## src/rtl/issue_pkg.sv

```systemverilog
// Shared defaults and the entry layout for the issue queue.
package issue_pkg;
  localparam int IQ_DEPTH     = 8;
  localparam int IQ_TAG_W     = 3;
  localparam int IQ_WB_N      = 2;
  localparam int IQ_PAYLOAD_W = 16;

  typedef struct packed {
    logic                    valid;
    logic [IQ_TAG_W-1:0]     dst;
    logic [IQ_TAG_W-1:0]     src0;
    logic                    src0_rdy;
    logic [IQ_TAG_W-1:0]     src1;
    logic                    src1_rdy;
    logic [IQ_PAYLOAD_W-1:0] payload;
  } iq_entry_t;
endpackage

```

## src/rtl/iq_select.sv

```systemverilog
// Oldest-ready picker: isolates the lowest set bit of the ready vector.
module iq_select #(
  parameter int DEPTH = 8
) (
  input  logic [DEPTH-1:0]         i_req,
  output logic [DEPTH-1:0]         o_onehot,
  output logic [$clog2(DEPTH)-1:0] o_idx,
  output logic                     o_any
);
  localparam int IW = $clog2(DEPTH);

  assign o_onehot = i_req & (~i_req + DEPTH'(1));
  assign o_any    = |i_req;

  always_comb begin
    o_idx = '0;
    for (int i = DEPTH - 1; i >= 0; i--)
      if (i_req[i]) o_idx = IW'(i);
  end
endmodule

```

## src/rtl/issue_queue.sv

```systemverilog
// Compacting issue queue: oldest entry at index 0, tag-broadcast wakeup, oldest-ready select.
// Optional macro ISSUE_QUEUE_WAKEUP_BYPASS_EN: dispatching sources also see same-cycle broadcasts.
module issue_queue
  import issue_pkg::*;
#(
  parameter int DEPTH     = IQ_DEPTH,
  parameter int TAG_W     = IQ_TAG_W,
  parameter int WB_N      = IQ_WB_N,
  parameter int PAYLOAD_W = IQ_PAYLOAD_W
) (
  input  logic                       clk,
  input  logic                       reset,
  input  logic                       flush,
  input  logic                       disp_valid,
  output logic                       disp_ready,
  input  logic [TAG_W-1:0]           disp_dst,
  input  logic [TAG_W-1:0]           disp_src0,
  input  logic [TAG_W-1:0]           disp_src1,
  input  logic                       disp_src0_rdy,
  input  logic                       disp_src1_rdy,
  input  logic [PAYLOAD_W-1:0]       disp_payload,
  input  logic [WB_N-1:0]            wb_valid,
  input  logic [WB_N*TAG_W-1:0]      wb_tag,
  output logic                       iss_valid,
  input  logic                       iss_ready,
  output logic [TAG_W-1:0]           iss_dst,
  output logic [PAYLOAD_W-1:0]       iss_payload,
  output logic [$clog2(DEPTH+1)-1:0] count
);
  localparam int CW = $clog2(DEPTH + 1);
  localparam int IW = $clog2(DEPTH);

  // Same field layout as iq_entry_t, sized by this instance's parameters.
  typedef struct packed {
    logic                 valid;
    logic [TAG_W-1:0]     dst;
    logic [TAG_W-1:0]     src0;
    logic                 src0_rdy;
    logic [TAG_W-1:0]     src1;
    logic                 src1_rdy;
    logic [PAYLOAD_W-1:0] payload;
  } entry_t;

  entry_t           r_q   [DEPTH];
  entry_t           w_nxt [DEPTH];
  entry_t           w_new;
  logic [CW-1:0]    r_count, w_count_nxt, w_wr_idx;
  logic [DEPTH-1:0] w_req, w_sel_oh, w_shift;
  logic [IW-1:0]    w_sel_idx;
  logic             w_any, w_iss_fire, w_disp_fire;

  function automatic logic wb_hit(input logic [TAG_W-1:0] t, input logic [WB_N-1:0] v,
                                  input logic [WB_N*TAG_W-1:0] tags);
    logic hit;
    hit = 1'b0;
    for (int k = 0; k < WB_N; k++)
      if (v[k] && tags[k*TAG_W +: TAG_W] == t) hit = 1'b1;
    return hit;
  endfunction

  for (genvar i = 0; i < DEPTH; i++) begin : g_req
    assign w_req[i] = r_q[i].valid & r_q[i].src0_rdy & r_q[i].src1_rdy;
  end

  iq_select #(.DEPTH(DEPTH)) u_sel (
    .i_req    (w_req),
    .o_onehot (w_sel_oh),
    .o_idx    (w_sel_idx),
    .o_any    (w_any)
  );

  assign disp_ready  = !reset && !flush && (r_count < CW'(DEPTH));
  assign iss_valid   = !reset && !flush && w_any;
  assign w_iss_fire  = iss_valid && iss_ready;
  assign w_disp_fire = disp_valid && disp_ready;
  assign iss_dst     = r_q[w_sel_idx].dst;
  assign iss_payload = r_q[w_sel_idx].payload;
  assign count       = r_count;

  // Every slot at or above the issued one pulls from the slot above it.
  assign w_shift  = w_iss_fire ? ~(w_sel_oh - DEPTH'(1)) : '0;
  assign w_wr_idx = w_iss_fire ? r_count - CW'(1) : r_count;

  assign w_count_nxt = r_count + CW'(w_disp_fire) - CW'(w_iss_fire);

  always_comb begin
    w_new.valid   = 1'b1;
    w_new.dst     = disp_dst;
    w_new.src0    = disp_src0;
    w_new.src1    = disp_src1;
    w_new.payload = disp_payload;
`ifdef ISSUE_QUEUE_WAKEUP_BYPASS_EN
    w_new.src0_rdy = disp_src0_rdy | wb_hit(disp_src0, wb_valid, wb_tag);
    w_new.src1_rdy = disp_src1_rdy | wb_hit(disp_src1, wb_valid, wb_tag);
`else
    w_new.src0_rdy = disp_src0_rdy;
    w_new.src1_rdy = disp_src1_rdy;
`endif
  end

  // Shift first, then wake the entry in its new slot, then drop in the dispatch.
  always_comb begin
    for (int i = 0; i < DEPTH; i++) begin
      w_nxt[i] = r_q[i];
      if (w_shift[i]) begin
        if (i == DEPTH - 1) w_nxt[i] = '0;
        else                w_nxt[i] = r_q[(i + 1) % DEPTH];
      end
      if (wb_hit(w_nxt[i].src0, wb_valid, wb_tag)) w_nxt[i].src0_rdy = 1'b1;
      if (wb_hit(w_nxt[i].src1, wb_valid, wb_tag)) w_nxt[i].src1_rdy = 1'b1;
      if (w_disp_fire && w_wr_idx == CW'(i)) w_nxt[i] = w_new;
    end
  end

  always_ff @(posedge clk) begin
    if (reset || flush) begin
      for (int i = 0; i < DEPTH; i++) r_q[i].valid <= 1'b0;
      r_count <= '0;
    end else begin
      r_q     <= w_nxt;
      r_count <= w_count_nxt;
    end
  end
endmodule
```

## config.mk

```make
export PLATFORM = sky130hd
export DESIGN_NAME = issue_queue
export DESIGN_NICKNAME = d
export VERILOG_FILES = /design/src/rtl/issue_pkg.sv /design/src/rtl/iq_select.sv /design/src/rtl/issue_queue.sv
export SDC_FILE = /design/constraint.sdc
export NUM_CORES = 1
export LEC_CHECK = 0
export BUFFER_PORTS_ARGS = -buffer_cell sky130_fd_sc_hd__buf_2
export CAP_MARGIN = 20
export CELL_PAD_IN_SITES_DETAIL_PLACEMENT = 1
export CELL_PAD_IN_SITES_GLOBAL_PLACEMENT = 1
export CORE_MARGIN = 1.5
export CORE_UTILIZATION = 48
export DETAILED_ROUTE_END_ITERATION = 7
export PLACE_DENSITY = 0.81
export SYNTH_ARGS = -nofsm -noshare
export SYNTH_HDL_FRONTEND = slang
export SYNTH_SLANG_ARGS = --single-unit
export TNS_END_PERCENT = 30
```

## constraint.sdc

```tcl
create_clock -name clk -period 3.4 [get_ports clk]
set_input_delay 0.34 -clock clk [delete_from_list [all_inputs] [get_ports clk]]
set_output_delay 0.34 -clock clk [all_outputs]
set_load 0.02 [all_outputs]
```

### Word-level counts from Yosys, hierarchy flattened

Cells that the tools add are included.

| word-level totals | value |
|---|---|
| word-level logic and storage cells | 299 |
| register bits | 228 |
| bits of input ports | 40 |

| cells by class | value |
|---|---|
| bitwise logic cells | 21 |
| add/sub/neg operators | 5 |
| multiplexer cells | 77 |
| eq/ne operators | 39 |
| reduce and logical (&&, ||, !) cells | 98 |
| magnitude comparators | 2 |

Operators with widths:

| kind | number |
|---|---|
| two-way mux 28 bit | 16 |
| equality test 3 bit | 32 |
| binary-select mux 28 bit (select 3 bit) | 1 |
| two-way mux 27 bit | 2 |
| two-way mux 1 bit | 48 |
| AND reduction 2 bit | 24 |
| nonzero test 3 bit | 16 |
| logical AND 1 bit | 45 |
| two-way mux 3 bit | 8 |
| bitwise AND 1 bit | 16 |
| equality test 4 x 3 -> 1 bit, second input constant | 4 |
| inverter 8 bit | 2 |
| nonzero test 2 bit | 8 |
| adder 8 x 1 -> 8 bit, second input constant | 1 |
| bitwise AND 8 bit | 1 |
| equality test 4 x 2 -> 1 bit, second input constant | 2 |
| two-way mux 8 bit | 1 |
| OR reduction 8 bit | 1 |
| subtractor 8 x 1 -> 8 bit, second input constant | 1 |
| adder 4 x 1 -> 4 bit | 1 |
| equality test 4 x 1 -> 1 bit, second input constant | 1 |
| greater-or-equal comparator 4 bit, second input constant | 1 |
| zero test 4 bit | 1 |
| < comparator 4 bit, second input constant | 1 |
| 7 further kinds | 8 |

### Longest topological paths before layout

Gate-level depths: netlist of run 1.

| depth | value |
|---|---|
| word-level depth | 15 |
| gate-level depth with buffers | 14 |
| gate-level depth less buffers | 12 |

### Modules after synthesis

A second synthesis of run 1 with hierarchy kept.

| unflattened totals | value |
|---|---|
| cell total of the unflattened synthesis | 1496 |
| area total of the unflattened synthesis | 14286.2 um^2 |

By module, submodules not included:

| module | area each (um^2) | cells each | instances |
|---|---|---|---|
| issue_queue | 14147.3 | 1473 | 1 |
| iq_select | 138.9 | 23 | 1 |

### Least setup slack after synthesis of run 1

OpenSTA, ideal clock, no wires.

| timing path | value |
|---|---|
| path kind | input to register |
| from | input port flush |
| to | register r_q[72] in the netlist's numbering (enable) |
| stages on the path | 13 |
| setup slack | 0.435 ns |
| arrival time | 2.673 ns |
| data required time | 3.108 ns |
| path buffers | 3 |
| library setup time | 0.292 ns |
| cells stage by stage | or2_1 > buf_6 > inv_6 > and2_4 > o31ai_4 > inv_2 > buf_4 > nand3_1 > a21o_1 > nand2b_1 > buf_2 > nand2_1 > a21o_1 |

| on the way | value |
|---|---|
| cells in the longest elaborated chain, start to end | 12 |
| elaborated cells on any way between the ends | 21 |

Ends and longest elaborated chain:

| item | line | text |
|---|---|---|
| start, declared | issue_queue.sv:13 | `input logic flush,` |
| zero test 1 bit | issue_queue.sv:72, issue_queue.sv:73 |  |
| logical AND 1 bit | issue_queue.sv:72, issue_queue.sv:73 |  |
| logical AND 1 bit | issue_queue.sv:73 | `assign iss_valid = !reset && !flush && w_any;` |
| logical AND 1 bit | issue_queue.sv:74 | `assign w_iss_fire = iss_valid && iss_ready;` |
| two-way mux 8 bit | issue_queue.sv:81 | `assign w_shift = w_iss_fire ? ~(w_sel_oh - DEPTH'(1)) : '0;` |
| two-way mux 28 bit | issue_queue.sv:105 | `if (w_shift[i]) begin` |
| equality test 3 bit | issue_queue.sv:57 | `if (v[k] && tags[k*TAG_W +: TAG_W] == t) hit = 1'b1;` |
| logical AND 1 bit | issue_queue.sv:57 |  |
| two-way mux 1 bit (2 in series) | issue_queue.sv:57 |  |
| nonzero test 3 bit (no source line) | n/a |  |
| AND reduction 2 bit (no source line) (*) | n/a |  |
| end signal, assigned | issue_queue.sv:120 | `r_q <= w_nxt;` |
| end, declared | issue_queue.sv:44 | `entry_t r_q [DEPTH];` |

Every way passes the cells marked *; elsewhere a longest branch is shown, timed or not. The select of a mux whose other input is x is not followed.
A chain may end at the register's enable or synchronous reset.

### Worst setup path after layout of run 1

| timing path | value |
|---|---|
| from | register r_q[55] in the netlist's numbering |
| to | output port iss_dst[1] |

| on the way | value |
|---|---|
| cells in the longest elaborated chain, start to end | 13 |

Ends and longest elaborated chain:

| item | line | text |
|---|---|---|
| bitwise AND 1 bit (2 in series) | issue_queue.sv:62 | `assign w_req[i] = r_q[i].valid & r_q[i].src0_rdy & r_q[i].src1_rdy;` |
| two-way mux 3 bit (7 in series) | iq_select.sv:18 | `if (i_req[i]) o_idx = IW'(i);` |
| inverter 3 -> 4 bit (not written as such) | issue_queue.sv:76 | `assign iss_dst = r_q[w_sel_idx].dst;` |
| binary-select mux 28 bit (select 3 bit) | issue_queue.sv:76 |  |
| two-way mux 27 bit (2 in series) | n/a |  |
| end, declared | issue_queue.sv:26 | `output logic [TAG_W-1:0] iss_dst,` |

No other way between the ends. The select of a mux whose other input is x is not followed.

==> results_dict.tcl, run 1 <==
set metrics [dict create \
    outcome "completed" \
    first_global_vias 12687 \
    async_reset_ff_frac 0 \
    seq_area_frac_synth 0.483 \
    yosysTopAreaCellShare 0.466 \
    comb_power_share 0.066 \
    max_freq_mhz 297 \
    ys_top_cells_by_area "edfxtp_1, nand2_1, nand3_1, mux2i_1, xor2_1" \
    die_w_um 173 \
    drt.antenna.violating_nets 0 \
    period_minus_slack_ns 3.37 \
    wl_per_cell_um 24.7 \
    cts_root_buf "clkbuf_16" \
    gp_congestion 0.846 \
    crit_arrival_ns 3.03 \
    first_iter_violations 1328 \
    detailedRoute.firstPassIterationCount 5 \
    hold_viol 0 \
    p_sw_frac 0.237 \
    synth_cells 1569 \
    cpPeakStageDelay_ns 0.38 \
    critPathLaunch "r_q[55]" \
    ir_drop_mv 0.349 \
    ys.flop_type "edfxtp_1" \
    p_leak_nw 6.51 \
    tns_ns 0 \
    yosysWarnings 0 \
    dp_hpwl_um 31000 \
    antenna_found_initial 0 \
    antennaDiodeCount 0 \
    clk_pin_slew_worst_paths_ns 0.06 \
    syn_area_per_cell_um2 8.87 \
    grt_remaining_overflow 0 \
    cts_max_level 1 \
    crit_path_end_kind "primary output" \
    numCtsBuffers 27 \
    final_common_cell "nand2_1" \
    reg2reg_from "r_q[104]" \
    nFillCells 3269 \
    p_int_mw 5.02 \
    setup_viol 0 \
    grt_pass1_wl_um 75000 \
    worstPathRequired_ns 3.06 \
    power.density_mw_per_mm2 420 \
    io_pins 65 \
    synth_area_mm2 0.0139 \
    maxSlewViolCount 0 \
    critPathLaunchType "register" \
    cts_buffer_depth 3 \
    rows 62 \
    yosysTopAreaCell "edfxtp_1" \
    synth_cell_types 62 \
    portBuffers 64 \
    crit_chain "nand3_2 -> a41oi_1 -> o21ai_1 -> a21bo_2 -> nand2_8 -> buf_12 -> mux2i_1 -> a32oi_1 -> and3_1 -> buf_2" \
    vias 12444 \
    finalWirelength_um 49100 \
    multi_input_area_mm2 0.00655 \
    grt_usage 0.322 \
    start_util 0.486 \
    drive_gt1_frac 0.132 \
    area_delta_synth_final_pct 12.6 \
    die_area_mm2 0.0300 \
    clkSinkCount 228 \
    post_cts.repair.setup_buffers 0 \
    pre_cts_slack_ns 0.160 \
    cts_tree "yes" \
    cp_slowest_cell "dfxtp_1" \
    min-delay-path-class "primary input to register" \
    die_h_um 173 \
    worstHoldStart "disp_payload[6]" \
    worst-setup-path-type "register to primary output" \
    vias_per_cell 6.25 \
    fin_crit_sh 0.990 \
    skew_ns 0.00979 \
    num-nets-final 1633 \
    timing.slew.headroom 0.468 \
    worstMarginPinSlew_ns 0.797 \
    pwr-share-clk 0.460 \
    final_cell_mix "nand2_1, edfxtp_1, nand3_1" \
    cp_max_fo 19 \
    pwr-share-seq 0.474 \
    rsz0062_at_grt "no" \
    synth_fp_nets 1617 \
    maxCapViolCount 0 \
    synth-edff-count 216 \
    clock_latency_ns 0.56 \
    setup_ws_ns 0.0347 \
    seqCellArea_mm2 0.00673 \
    synth-seq-cells 228 \
    switching_power_mw 1.56 \
    grt_max_degree 58 \
    drcViolationCount 0 \
    fp.coreArea_mm2 0.0286 \
]
-- final cells by class --
type / count / area share
multi-input cells: 1178 / 0.418
repair buffers: 125 / 0.0584
clock buffers: 39 / 0.0485
clock inverters: 11 / 0.00942
flip-flops and latches: 228 / 0.429
inverters: 25 / 0.00631
well taps: 384 / 0.0306
-- power groups by stage --
stage               sequential (mW)  clock [mW]  combinational [mW]
global route                   3.12        3.14               0.466
global placement               3.17           0               0.407
CTS                            3.12        3.04               0.427
finish                         3.12        3.03               0.435
floorplan                      3.16           0               0.290
detailed placement             3.18           0               0.422
-- synth_stat cells, types with 12 or more instances --
cell type    n
nand2_1    448
edfxtp_1   216
nand3_1    179
nor2_1      78
a21oi_1     63
clkbuf_1    63
mux2i_1     54
xor2_1      48
buf_2       47
and3_1      45
xnor2_1     45
o21ai_0     40
a32oi_1     24
inv_1       20
buf_1       15
nor3_1      15
a31oi_1     13
dfxtp_1     12
-- flip-flops by register name, indices dropped and copies added, names as in the netlist --
signal / flops
count: 4
r_q: 224
-- path summary, 6_finish.rpt --
| check | end | cells after the start | slack [ns] |
|---|---|---|---|
| max reg2reg | r_q[100] | 10 | 0.14 |
| min | r_q[118] | 3 | 0.16 |
| min reg2reg | r_q[223] | 2 | 0.52 |
| max | iss_dst[1] | 10 | 0.03 |
-- through the flow --
step	hold slack (ns)	power, mW	utilization	cells	cell area, µm²
4_1_cts	0.156	6.58	0.546	1988	15600
3_3_place_gp	0.478	3.58	0.513	1937	14700
5_1_grt	0.184	6.73	0.548	1990	15700
2_1_floorplan	0.466	3.45	-	1569	13900
6_report	0.164	6.58	0.548	1990	15700
3_5_place_dp	0.491	3.60	0.513	1937	14700
-- timing repair --
| item | CTS | global route |
|---|---|---|
| setup endpoints to repair | 7 | 20 |
| pin swaps | 0 | 0 |
| endpoints found under the hold margin | 0 | 0 |
| gates resized for setup | 2 | 2 |
| cloned | 1 | 1 |
| hold buffers | 0 | 0 |
-- cell families after synthesis --
| kind of cell | Yosys count | synth area share |
|---|---|---|
| XOR/XNOR | 93 | 0.0585 |
| buffers and inverters | 163 | 0.0536 |
| multiplexers | 58 | 0.0421 |
| AO/OA/AOI/OAI | 206 | 0.0989 |
| flip-flops | 228 | 0.483 |
| AND/OR/NAND/NOR | 813 | 0.256 |
| adder cells (fa/ha/maj) | 8 | 0.00773 |
-- per-layer routing --
| metal | track usage | vias up | part of all wire |
|---|---|---|---|
| met4 | 0.0899 | 0 | 0.027 |
| met1 | 0.431 | 6226 | 0.41 |
| met5 | 0 | - | 0 |
| met3 | 0.0493 | 98 | 0.090 |
| li1 | - | 5502 | - |
| met2 | 0.544 | 618 | 0.48 |
-- critical path, delay by kind of cell, from the launching register on --
kind	cells	cell delay [ns]
AO/OA/AOI/OAI	4	0.86
multiplexers	1	0.27
flip-flops	1	0.38
AND/OR/NAND/NOR	3	0.58
buffers and inverters	2	0.36
No activity file was read; power rests on OpenSTA's default activity.
==> run 2: changes to the inputs <==
==> constraint.sdc (replaced) <==
create_clock -name clk -period 3.6 [get_ports clk]
set_input_delay 0.36 -clock clk [delete_from_list [all_inputs] [get_ports clk]]
set_output_delay 0.36 -clock clk [all_outputs]
set_load 0.02 [all_outputs]
==> run 2 against run 1 <==
The run now ends with DRC left. Total power shrank 0.97%. Utilization grew 0.10 points. Clock skew grew 0.026 ns. Wire length shrank 0.57%. Register-to-register slack gained 0.10 ns. Die area is the same. Via count shrank 0.29%. Sequential power shrank 6%. Sequential share of layout area shrank 0.079 points. Flip-flop and latch count is the same. Highest routed layer unchanged.
==> results_dict.tcl, run 2 (same netlist as run 1, synthesis figures left out) <==
set metrics [dict create \
    detailedRoute.firstPassIterationCount 8 \
    hold_slack_ns 0.176 \
    reg2reg_slack_ns 0.24 \
    worstPathRequired_ns 3.24 \
    multi_input_area_mm2 0.00655 \
    final_cell_area_mm2 0.0157 \
    drcViolationCount 6 \
    reg2reg_from "r_q[104]" \
    grt_max_degree 55 \
    clkSinkCount 228 \
    crit_path_end_kind "primary output" \
    finalWirelength_um 48800 \
    crit_arrival_ns 3.10 \
    first_iter_violations 1220 \
    vias 12408 \
    die_h_um 173 \
    grt_pass1_wl_um 75300 \
    gp_congestion 0.857 \
    die_w_um 173 \
    cts_max_level 1 \
    io_pins 65 \
    wl_per_cell_um 24.5 \
    largest_reg_flops 224 \
    ir_drop_mv 0.375 \
    cp_max_fo 28 \
    seqCellArea_mm2 0.00673 \
    p_leak_nw 6.51 \
    power.density_mw_per_mm2 415 \
    timing.slew.headroom 0.496 \
    worstMarginPinSlew_ns 0.756 \
    max_freq_mhz 289 \
    die_area_mm2 0.0300 \
    critPathLaunchType "register" \
    cts_tree "yes" \
    num-nets-final 1632 \
    nFillCells 3350 \
    first_global_vias 12973 \
    grt_use_met3 0.0507 \
    grtUsageMet1 0.426 \
    clk_pin_slew_worst_paths_ns 0.06 \
    portBuffers 64 \
    grt_remaining_overflow 0 \
    antennaDiodeCount 0 \
    cts_buffer_depth 3 \
    fin_crit_sh 0.960 \
    total_power_mw 6.52 \
    antenna_found_initial 0 \
    numCtsBuffers 27 \
    skew_ns 0.0362 \
    rows 62 \
    worst-setup-path-type "register to primary output" \
    hold_viol 0 \
    rsz0062_at_grt "no" \
    grt_usage 0.324 \
    violations "DRC" \
    hold_buffers 0 \
    maxSlewViolCount 0 \
    outcome "finished, violations left" \
    area_delta_synth_final_pct 12.8 \
    placed_cell_area_mm2 0.0146 \
    clock_latency_ns 0.57 \
    use_met2 0.537 \
    worstHoldStart "disp_payload[8]" \
    maxCapViolCount 0 \
    critPathLaunch "r_q[72]" \
    regMostFlops "r_q" \
    vias_per_cell 6.24 \
    cts_root_buf "clkbuf_16" \
    top_usage_layer "met2" \
    final_cell_mix "nand2_1, edfxtp_1, nand3_1" \
    drive_gt1_frac 0.134 \
    drt.antenna.violating_nets 0 \
    fp.coreArea_mm2 0.0286 \
    setup_viol 0 \
    dp_hpwl_um 31100 \
    tns_ns 0 \
    min-delay-path-class "primary input to register" \
    start_util 0.486 \
    final_common_cell "nand2_1" \
    period_minus_slack_ns 3.46 \
]
## run 2: changes by cell type in the layout (fill, tap and decap cells not counted), sizes merged
cell / change
bufinv: +4
inv: +1
bufbuf: -1
clkinv: +1
buf: +1
clkinvlp: +1
clkbuf: -8
## run 2: what timing repair did
action / in CTS / in global routing
setup buffers: 0 / 3
endpoints found under the setup margin: 1 / 16
resized for setup: 1 / 2
pin swaps: 0 / 1
## run 2: worst max-delay path, cell delays in order, from the launching register on
cell and delay (ns):
edfxtp_1 0.43, and3_1 0.25, a41oi_2 0.20, o21ai_0 0.13, a21bo_2 0.29, nand2_8 0.20
buf_12 0.23, mux2i_1 0.29, a32oi_1 0.13, and3_1 0.23, buf_2 0.16
## run 2: per-stage QoR
stage / cells / utilization / worst slack [ns]
2_1_floorplan: 1569 / - / 0.615
3_3_place_gp: 1935 / 0.511 / 0.433
3_5_place_dp: 1935 / 0.511 / 0.304
4_1_cts: 1985 / 0.547 / 0.0140
5_1_grt: 1989 / 0.549 / 0.0499
6_report: 1989 / 0.549 / 0.143
## run 2: area by class of cell
cell class | count | share of cell area
Sequential cell | 228 | 0.428
Multi-Input combinational cell | 1178 | 0.417
Timing Repair Buffer | 124 | 0.0527
Clock buffer | 32 | 0.0461
Tap cell | 384 | 0.0306
Clock inverter | 18 | 0.0187
Inverter | 25 | 0.00629
## run 2: final timing paths
check                   endpoint  cells past startpoint
hold reg to reg          r_q[83]                      2
setup reg to reg        r_q[100]                     10
hold / removal          r_q[148]                      3
setup / recovery  iss_payload[3]                     10
## run 2: per-layer routing
metal / vias to the layer above / routed length [µm]
met3: 112 / 4040
met1: 6213 / 20000
met5: - / 0
li1: 5502 / -
met4: 0 / 1620
met2: 581 / 23100
## run 2: power by group
group | total, mW | switching (mW) | internal, mW
registers | 2.94 | 0.0303 | 2.91
clock network | 3.17 | 1.21 | 1.95
logic | 0.405 | 0.269 | 0.137
==> run 3: changes to the inputs <==
--- a/config.mk
+++ b/config.mk
@@ -5,6 +5,7 @@
 export SDC_FILE = /design/constraint.sdc
 export NUM_CORES = 1
 export LEC_CHECK = 0
+export ABC_AREA = 0
 export BUFFER_PORTS_ARGS = -buffer_cell sky130_fd_sc_hd__buf_2
 export CAP_MARGIN = 20
 export CELL_PAD_IN_SITES_DETAIL_PLACEMENT = 1
@@ -16,4 +17,3 @@
 export SYNTH_ARGS = -nofsm -noshare
 export SYNTH_HDL_FRONTEND = slang
 export SYNTH_SLANG_ARGS = --single-unit
-export TNS_END_PERCENT = 30
==> constraint.sdc (replaced) <==
create_clock -name clk -period 3.4 [get_ports clk]
set_input_delay 0.34 -clock clk [delete_from_list [all_inputs] [get_ports clk]]
set_output_delay 0.34 -clock clk [all_outputs]
set_load 0.02 [all_outputs]
==> run 3 against run 2 <==
The flow now finishes without violations. Combinational power is 7.2% higher. Total power is 0.94% higher. Wire length is 0.70% higher. Via count is 0.32% higher. Die area stayed put. Sequential share of layout area hardly changed. Hold slack worse by 0.0089 ns. Cell count is 0.15% higher. Flip-flop and latch count stayed put. Global-route usage is 0.15 points lower. Largest cell class unchanged. Highest routed layer unchanged.
==> results_dict.tcl, run 3 (same netlist as run 1, synthesis figures left out) <==
set metrics [dict create \
    outcome "completed" \
    cts_tree "yes" \
    dp_hpwl_um 31000 \
    antenna_found_initial 0 \
    reg2reg_slack_ns 0.16 \
    drcViolationCount 0 \
    first_iter_violations 1373 \
    antennaDiodeCount 0 \
    skew_ns 0.00908 \
    cts_root_buf "clkbuf_16" \
    p_leak_nw 6.51 \
    worstHoldPathCells 3 \
    power.density_mw_per_mm2 419 \
    stdcell_count 1992 \
    drt.antenna.violating_nets 0 \
    critPathLaunchType "register" \
    worstPathRequired_ns 3.06 \
    r2r_cells 12 \
    fin_crit_sh 0.981 \
    portBuffers 64 \
    timing.slew.headroom 0.466 \
    numCtsBuffers 27 \
    grt_usage 0.322 \
    hold_slack_ns 0.167 \
    fin_util 0.548 \
    rsz0062_at_grt "no" \
    place_inst 1937 \
    min-delay-path-class "primary input to register" \
    maxSlewViolCount 0 \
    reg2reg_from "count[1]" \
    placed_cell_area_mm2 0.0147 \
    vias_per_cell 6.25 \
    final_cell_mix "nand2_1, edfxtp_1, nand3_1" \
    period_minus_slack_ns 3.33 \
    worstMarginPinSlew_ns 0.801 \
    fp.coreArea_mm2 0.0286 \
    crit_path_end_kind "primary output" \
    die_area_mm2 0.0300 \
    rows 62 \
    die_w_um 173 \
    final_cell_area_mm2 0.0157 \
    gp_congestion 0.846 \
    nFillCells 3267 \
    maxCapViolCount 0 \
    total_power_mw 6.58 \
    grt_max_degree 58 \
    crit_arrival_ns 2.99 \
    hold_viol 0 \
    setup_viol 0 \
    clk_pin_slew_worst_paths_ns 0.06 \
    cts_buffer_depth 3 \
    grt_remaining_overflow 0 \
    clkSinkCount 228 \
    hold_buffers 0 \
    r2r_end "r_q[100]" \
    largest_reg_flops 224 \
    io_pins 65 \
    worstHoldStart "disp_payload[6]" \
    area_delta_synth_final_pct 12.7 \
    wl_per_cell_um 24.7 \
    worst-setup-path-type "register to primary output" \
    regMostFlops "r_q" \
    grt_pass1_wl_um 75000 \
    max_freq_mhz 300 \
    first_global_vias 12687 \
    final_common_cell "nand2_1" \
    die_h_um 173 \
    num-nets-final 1635 \
    setup_ws_ns 0.0655 \
    pre_cts_slack_ns 0.160 \
    detailedRoute.firstPassIterationCount 5 \
    cts_max_level 1 \
    start_util 0.486 \
    cp_max_fo 19 \
    ir_drop_mv 0.348 \
    finalWirelength_um 49100 \
    clock_latency_ns 0.56 \
    min_delay_worst_endpoint "r_q[118]" \
    drive_gt1_frac 0.133 \
    tns_ns 0 \
    vias 12448 \
]
-- run 3: changes by cell type in the layout (fill, tap and decap cells not counted), sizes merged --
cell      before  now
buf          124  125
bufbuf         0    1
bufinv         7    3
clkbuf        32   40
clkinv         7    6
clkinvlp       2    1
inv           27   26
-- run 3: timing repair --
item | 4_1_cts | 5_1_grt
setup endpoints to repair | 7 | 20
buffers inserted | 0 | 2
gates cloned | 1 | 1
gates resized for setup | 2 | 1
pin swaps | 0 | 1
-- run 3: area by class of cell --
cell class	count	area, µm²	area share
flip-flops and latches	228	6730	0.429
clock inverters	11	148	0.00941
repair buffers	127	927	0.0591
inverters	25	98.8	0.00630
clock buffers	39	761	0.0485
multi-input cells	1178	6550	0.417
well taps	384	480	0.0306
-- run 3: worst max path at each step --
stage,from,depth (start not counted),to
floorplan,flush,13,r_q[72]
global placement,flush,8,r_q[184]
detailed placement,flush,8,r_q[184]
CTS,r_q[104],6,iss_dst[0]
global route,r_q[55],10,iss_payload[4]
finish,r_q[55],10,iss_dst[0]
-- run 3: power by group --
group	internal (mW)	total, mW	switching (mW)
logic	0.148	0.434	0.287
clock network	1.79	3.02	1.24
registers	3.09	3.12	0.0311
total	5.02	6.58	1.56
-- run 3: metal layers --
layer | vias to the layer above | share of wire | GRT usage
met5 | - | 0 | 0
met4 | 0 | 0.024 | 0.0899
met3 | 91 | 0.095 | 0.0493
met2 | 636 | 0.48 | 0.544
met1 | 6214 | 0.40 | 0.431
li1 | 5507 | - | -
-- run 3: critical path, cell delays in order, from the launching register on --
cell and delay (ns):
dfxtp_1 0.38, nand3_2 0.19, a41oi_1 0.34, o21ai_1 0.11
a21bo_2 0.27, nand2_8 0.16, buf_12 0.20, mux2i_1 0.26
a32oi_1 0.12, and3_1 0.24, buf_2 0.16
